$ cat src/rtl/pulse_train_gen.sv
// Pulse-train generator: N pulses of H clocks high then L clocks low, with start/abort handshake.
// Optional macro PULSE_TRAIN_GEN_REPEAT_EN: num_pulses=0 runs continuously and pulses_sent saturates.
module pulse_train_gen #(
    parameter int unsigned CNT_W = 32,
    parameter int unsigned NUM_W = 16
) (
    input  logic             clk,
    input  logic             rst_n,
    input  logic             start,
    input  logic             abort,
    input  logic [CNT_W-1:0] high_cycles,
    input  logic [CNT_W-1:0] low_cycles,
    input  logic [NUM_W-1:0] num_pulses,
    output logic             pulse_out,
    output logic             busy,
    output logic             done,
    output logic [NUM_W-1:0] pulses_sent
);

    typedef enum logic [1:0] {
        ST_IDLE = 2'd0,
        ST_HIGH = 2'd1,
        ST_LOW  = 2'd2,
        ST_DONE = 2'd3
    } state_t;

    state_t           state_q, state_nxt;
    logic [CNT_W-1:0] cnt_q, cnt_nxt;
    logic [CNT_W-1:0] hi_ld_q, hi_ld_nxt;
    logic [CNT_W-1:0] lo_ld_q, lo_ld_nxt;
    logic [NUM_W-1:0] num_q, num_nxt;
    logic [NUM_W-1:0] sent_nxt;
    logic             pulse_nxt, busy_nxt, done_nxt;
    logic             cont_q, cont_nxt;

    logic [CNT_W-1:0] hi_in_ld_c, lo_in_ld_c;
    logic [NUM_W-1:0] sent_inc_c;
    logic             zero_done_c;
    logic             last_pulse_c;

    // Phase counters load max(value,1)-1 so a zero duration still lasts one clock
    assign hi_in_ld_c = (high_cycles == '0) ? '0 : high_cycles - CNT_W'(1);
    assign lo_in_ld_c = (low_cycles  == '0) ? '0 : low_cycles  - CNT_W'(1);

`ifdef PULSE_TRAIN_GEN_REPEAT_EN
    assign sent_inc_c   = (&pulses_sent) ? pulses_sent : pulses_sent + NUM_W'(1);
    assign zero_done_c  = 1'b0;
    assign last_pulse_c = !cont_q && (pulses_sent == num_q);
`else
    assign sent_inc_c   = pulses_sent + NUM_W'(1);
    assign zero_done_c  = 1'b1;
    assign last_pulse_c = (pulses_sent == num_q);
`endif

    always_ff @(posedge clk or negedge rst_n) begin
        if (!rst_n) begin
            state_q     <= ST_IDLE;
            cnt_q       <= '0;
            hi_ld_q     <= '0;
            lo_ld_q     <= '0;
            num_q       <= '0;
            cont_q      <= 1'b0;
            pulses_sent <= '0;
            pulse_out   <= 1'b0;
            busy        <= 1'b0;
            done        <= 1'b0;
        end else begin
            state_q     <= state_nxt;
            cnt_q       <= cnt_nxt;
            hi_ld_q     <= hi_ld_nxt;
            lo_ld_q     <= lo_ld_nxt;
            num_q       <= num_nxt;
            cont_q      <= cont_nxt;
            pulses_sent <= sent_nxt;
            pulse_out   <= pulse_nxt;
            busy        <= busy_nxt;
            done        <= done_nxt;
        end
    end

    // Next state plus next values of all registered outputs
    always_comb begin
        state_nxt = state_q;
        cnt_nxt   = cnt_q;
        hi_ld_nxt = hi_ld_q;
        lo_ld_nxt = lo_ld_q;
        num_nxt   = num_q;
        cont_nxt  = cont_q;
        sent_nxt  = pulses_sent;
        pulse_nxt = 1'b0;
        busy_nxt  = 1'b0;
        done_nxt  = 1'b0;

        case (state_q)
            ST_IDLE, ST_DONE: begin
                state_nxt = ST_IDLE;
                if (start && !abort) begin
                    hi_ld_nxt = hi_in_ld_c;
                    lo_ld_nxt = lo_in_ld_c;
                    num_nxt   = num_pulses;
                    sent_nxt  = '0;
                    cont_nxt  = (num_pulses == '0);
                    if ((num_pulses == '0) && zero_done_c) begin
                        state_nxt = ST_DONE;
                        done_nxt  = 1'b1;
                    end else begin
                        state_nxt = ST_HIGH;
                        cnt_nxt   = hi_in_ld_c;
                        pulse_nxt = 1'b1;
                        busy_nxt  = 1'b1;
                    end
                end
            end

            ST_HIGH: begin
                if (abort) begin
                    state_nxt = ST_IDLE;
                end else if (cnt_q == '0) begin
                    state_nxt = ST_LOW;
                    sent_nxt  = sent_inc_c;
                    cnt_nxt   = lo_ld_q;
                    busy_nxt  = 1'b1;
                end else begin
                    cnt_nxt   = cnt_q - CNT_W'(1);
                    pulse_nxt = 1'b1;
                    busy_nxt  = 1'b1;
                end
            end

            ST_LOW: begin
                if (abort) begin
                    state_nxt = ST_IDLE;
                end else if (cnt_q == '0) begin
                    if (last_pulse_c) begin
                        state_nxt = ST_DONE;
                        done_nxt  = 1'b1;
                    end else begin
                        state_nxt = ST_HIGH;
                        cnt_nxt   = hi_ld_q;
                        pulse_nxt = 1'b1;
                        busy_nxt  = 1'b1;
                    end
                end else begin
                    cnt_nxt  = cnt_q - CNT_W'(1);
                    busy_nxt = 1'b1;
                end
            end

            default: state_nxt = ST_IDLE;
        endcase
    end

endmodule
$ cat config.mk
export PLATFORM = sky130hd
export DESIGN_NAME = pulse_train_gen
export DESIGN_NICKNAME = d
export VERILOG_FILES = /design/src/rtl/pulse_train_gen.sv
export SDC_FILE = /design/constraint.sdc
export NUM_CORES = 1
export LEC_CHECK = 0
export ABC_AREA = 1
export CAP_MARGIN = 20
export CORE_ASPECT_RATIO = 0.5
export CORE_MARGIN = 3
export CORE_UTILIZATION = 34
export DETAILED_ROUTE_END_ITERATION = 8
export GPL_ROUTABILITY_DRIVEN = 1
export MAX_ROUTING_LAYER = met4
export SYNTH_ARGS = -nofsm -noshare
export SYNTH_HDL_FRONTEND = slang
export SYNTH_SLANG_ARGS = --single-unit
export TNS_END_PERCENT = 1
$ cat constraint.sdc
create_clock -name clk -period 2.8 [get_ports clk]
set_clock_uncertainty 0.2 [all_clocks]
set_input_delay 0.56 -clock clk [delete_from_list [all_inputs] [get_ports clk]]
set_output_delay 0.56 -clock clk [all_outputs]
set_load 0.03 [all_outputs]
==> metrics.txt, run 1 <==
# TYPE chip_impl_metric gauge
chip_impl_metric{name="num_rows",unit=""} 43
chip_impl_metric{name="postCtsSetupBuffers",unit=""} 0
chip_impl_metric{name="wl",unit="µm"} 31900
chip_impl_metric{name="timing_max_transition_violations_final",unit=""} 0
chip_impl_info{name="holdCritPathClass",value="reg -> reg"} 1
chip_impl_metric{name="post_synth_edffs",unit=""} 0
chip_impl_metric{name="final-setup-viol-count",unit=""} 0
chip_impl_info{name="clock_root_buffer",value="sky130_fd_sc_hd__clkbuf_16"} 1
chip_impl_metric{name="dr.pass1.iters",unit=""} 5
chip_impl_info{name="cp_cell_sequence",value="inv_1 > ha_1 > inv_1 > nor2_1 > nand2_1 > nor2_1 > nand2_1 > nor2_4 > buf_6 > nand2_1 > nand2_1 > nand2_1 > nand3_1 > nand2_1 > nand2_1 > nand2_1"} 1
chip_impl_metric{name="yosys_warnings",unit=""} 0
chip_impl_info{name="path_class",value="reg -> reg"} 1
chip_impl_info{name="cp_common_cell",value="sky130_fd_sc_hd__nand2_1"} 1
chip_impl_metric{name="floorplan.die.height",unit="µm"} 126
chip_impl_metric{name="via_per_inst",unit=""} 4.85
chip_impl_metric{name="largest_net_degree_at_the_start_of_global_routing",unit=""} 59
chip_impl_metric{name="power.density",unit="nW/µm²"} 870
chip_impl_metric{name="layout_worst_path_cycle_share",unit="%"} 90.5
chip_impl_metric{name="grt_usage",unit="%"} 21.9
chip_impl_metric{name="tightestPinTransition",unit="ps"} 691
chip_impl_metric{name="yosysUniqueCellTypes",unit=""} 37
chip_impl_metric{name="routabilityCongestion",unit=""} 0.986
chip_impl_metric{name="fin_crit",unit="ps"} 2530
chip_impl_metric{name="timing.critical_path.required",unit="ps"} 2930
chip_impl_metric{name="synthesis.area",unit="µm²"} 9800
chip_impl_metric{name="clkTransAtPathRegs",unit="ps"} 60
chip_impl_metric{name="floorplan.initialDensity",unit="%"} 35.0
chip_impl_metric{name="area_growth",unit="%"} 25.9
chip_impl_metric{name="irDropWorstVdd",unit="µV"} 484
chip_impl_metric{name="critPathBufInv",unit=""} 3
chip_impl_metric{name="rr_worst_depth",unit=""} 16
chip_impl_metric{name="dieWidth",unit="µm"} 246
chip_impl_info{name="crit_family",value="simple AND/OR/NAND/NOR gates"} 1
chip_impl_metric{name="insertedDiodeCount",unit=""} 0
chip_impl_metric{name="clk_lat_worst_skew",unit="ps"} 440
chip_impl_metric{name="hold_depth",unit=""} 2
chip_impl_metric{name="grt_pass1_vias",unit=""} 9808
chip_impl_metric{name="timing.final.hold_violations",unit=""} 0
chip_impl_metric{name="htree_num_levels",unit=""} 4
chip_impl_metric{name="route.vias.total",unit=""} 10200
chip_impl_metric{name="clock_sinks",unit=""} 133
chip_impl_metric{name="globalRouteOverflowTotal",unit=""} 0
chip_impl_metric{name="crit_path_max_incr_delay",unit="ps"} 400
chip_impl_metric{name="reg2reg_slack",unit="ps"} 270
chip_impl_metric{name="synthCells",unit=""} 1575
chip_impl_info{name="mostFrequentLayoutCell",value="sky130_fd_sc_hd__nand2_1"} 1
chip_impl_metric{name="path_max_fanout",unit=""} 26
chip_impl_metric{name="clk_path_buf_depth",unit=""} 2
chip_impl_metric{name="design.die.area",unit="µm²"} 31000
chip_impl_metric{name="register_bit_count_reported_by_yosys",unit=""} 133
chip_impl_metric{name="antenna_violations_before_repair",unit=""} 0
chip_impl_info{name="crit_path_start_kind",value="flip-flop"} 1
chip_impl_info{name="run_status",value="complete, no violations"} 1
chip_impl_metric{name="critical_path_arrival",unit="ps"} 2670
chip_impl_metric{name="layout.filler_cells",unit=""} 2976
chip_impl_metric{name="inserted_clock_buffers",unit=""} 17
chip_impl_info{name="ys_dominant_reg_cell",value="sky130_fd_sc_hd__dfrtp_1"} 1
chip_impl_metric{name="seq_area_frac_synth",unit="%"} 34.0
chip_impl_metric{name="leakage",unit="nW"} 5.88
chip_impl_info{name="start_of_the_worst_register_to_register_path",value="cnt_q[0]"} 1
chip_impl_info{name="worstReg2RegEnd",value="cnt_q[23]"} 1
chip_impl_info{name="grt_setup_unrepaired",value="false"} 1
chip_impl_metric{name="final_net_count",unit=""} 1805
chip_impl_metric{name="achievable-frequency",unit="MHz"} 395
chip_impl_metric{name="postSynthNetCount",unit=""} 1668
chip_impl_metric{name="ys_async_sr_fraction",unit="%"} 100
chip_impl_metric{name="timing.hold.ws",unit="ps"} 284
chip_impl_metric{name="count_of_unresolved_drc_violations_after_routing",unit=""} 0
chip_impl_metric{name="detailedRoute.firstIterationViolations",unit=""} 753
chip_impl_metric{name="io_buffers",unit=""} 102
chip_impl_info{name="hold_endpoint",value="cnt_q[1]"} 1
chip_impl_metric{name="avgSynthCellArea",unit="µm²"} 6.22
chip_impl_metric{name="antenna_left",unit=""} 0
chip_impl_metric{name="slew_headroom",unit="%"} 53.8
chip_impl_metric{name="boundaryPins",unit=""} 103
chip_impl_info{name="cts_tree",value="built"} 1
chip_impl_info{name="most-common-layout-cells",value="sky130_fd_sc_hd__nand2_1 (576), sky130_fd_sc_hd__nor2_1 (198), sky130_fd_sc_hd__inv_1 (191)"} 1
chip_impl_metric{name="grt_pass1_wl",unit="µm"} 52200
chip_impl_metric{name="final_layout_size_suffix_gt1_share",unit="%"} 7.13
chip_impl_metric{name="max_cap_viol_count",unit=""} 0
chip_impl_info{name="endpoint_kind",value="flip-flop"} 1
chip_impl_info{name="critPathSlowestCell",value="sky130_fd_sc_hd__dfrtp_1"} 1
chip_impl_metric{name="detailedPlacementHpwl",unit="µm"} 24900
chip_impl_metric{name="coreArea",unit="µm²"} 28000
chip_impl_metric{name="totalNegativeSetupSlack",unit="ps"} 0
chip_impl_info{name="hold_path_origin",value="cnt_q[1]"} 1
chip_impl_metric{name="route.detailed.wl_per_inst",unit="µm"} 15.1
-- final cells by class --
cell class	instances	area, µm²	area share [%]
clock buffer	18	439	3.56
clock inverter	14	223	1.81
inverter	196	739	6.00
multi-input combinational	1194	5490	44.5
sequential	133	3330	27.0
tap	382	478	3.88
timing repair buffer	170	1640	13.3
-- worst max-delay path by stage --
stage / from / to / slack [ps] / cells after the start
after detailed placement: low_cycles[0] / lo_ld_q[29] / 40 / 11
final: cnt_q[0] / cnt_q[23] / 270 / 16
after CTS: state_q[0] / cnt_q[9] / 160 / 11
after global placement: low_cycles[0] / lo_ld_q[29] / 50 / 11
after floorplan: state_q[0] / lo_ld_q[28] / 700 / 8
after global routing: state_q[0] / cnt_q[9] / 10 / 11
-- worst reg2reg max path: stages, from the launching register on --
cell and delay (ps):
sky130_fd_sc_hd__dfrtp_1 400, sky130_fd_sc_hd__inv_1 100, sky130_fd_sc_hd__ha_1 160, sky130_fd_sc_hd__inv_1 70, sky130_fd_sc_hd__nor2_1 90, sky130_fd_sc_hd__nand2_1 50
sky130_fd_sc_hd__nor2_1 90, sky130_fd_sc_hd__nand2_1 90, sky130_fd_sc_hd__nor2_4 270, sky130_fd_sc_hd__buf_6 270, sky130_fd_sc_hd__nand2_1 240, sky130_fd_sc_hd__nand2_1 110
sky130_fd_sc_hd__nand2_1 80, sky130_fd_sc_hd__nand3_1 70, sky130_fd_sc_hd__nand2_1 50, sky130_fd_sc_hd__nand2_1 60, sky130_fd_sc_hd__nand2_1 40
-- what timing repair did --
action | 4_1_cts | 5_1_grt
setup endpoints to repair | 0 | 30
resized for setup | 0 | 2
hold buffers | 1 | 0
endpoints found under the hold margin | 51 | 0
-- metal layers --
metal	part of all wire, %	vias up	GRT usage [%]
met1	50	4713	30.9
met5	0	-	-
met2	43	229	32.2
li1	-	5253	-
met3	5.8	33	4.51
met4	1.5	0	5.16
-- where the power goes --
| group | switching, W | internal [W] |
|---|---|---|
| registers | 0.000511 | 0.00273 |
| logic | 0.00326 | 0.00168 |
| clock network | 0.000940 | 0.00161 |
| total | 0.00471 | 0.00602 |
-- Yosys cell counts, drive strengths merged (3+ instances only) --
cell type,n,area [µm²]
o21ai,94,474
dfrtp,133,3330
nand2,577,2170
xor2,39,342
nor3b,4,30.0
a21oi,9,48.8
clkbuf,26,98.8
o22ai,26,163
nor2,208,816
xnor2,14,123
nand4,66,413
buf,26,156
nand3b,3,22.5
inv,195,732
ha,9,113
o21bai,6,45.0
nand3,111,561
nor3,20,105
-- stage by stage --
stage	setup slack (ps)	power (W)	instance area [µm²]	util [%]	std cells
5_1_grt	14.6	0.0116	12300	44.0	2107
6_report	266	0.0107	12300	44.0	2107
3_5_place_dp	44.6	0.00815	11700	41.6	2074
4_1_cts	163	0.0107	12300	44.0	2107
2_1_floorplan	697	0.00649	9800	-	1575
3_3_place_gp	52.7	0.00810	11700	41.6	2074
-- sequential cells by signal, indices dropped and copies added, names as in the netlist --
name / cells
hi_ld_q: 32
done: 1
num_q: 16
cnt_q: 32
pulse_out: 1
pulses_sent: 16
lo_ld_q: 32
busy: 1
state_q: 2
-- cells by family after synthesis --
group           after synthesis  synth area share, %
fa+ha+maj                     9                 1.15
xor+xnor                     53                 4.74
compound gates              139                 7.77
simple gates                993                 42.3
buf+inv                     248                 10.1
flops                       133                 34.0
Note: power is estimated with default switching activity, not from simulation.
==> run 2, diff against run 1 <==
--- a/config.mk
+++ b/config.mk
@@ -16,4 +16,4 @@
 export SYNTH_ARGS = -nofsm -noshare
 export SYNTH_HDL_FRONTEND = slang
 export SYNTH_SLANG_ARGS = --single-unit
-export TNS_END_PERCENT = 1
+export TNS_END_PERCENT = 50
==> results of run 2 <==
Same layout as run 1: the final DEF is identical, and so are final timing and power.
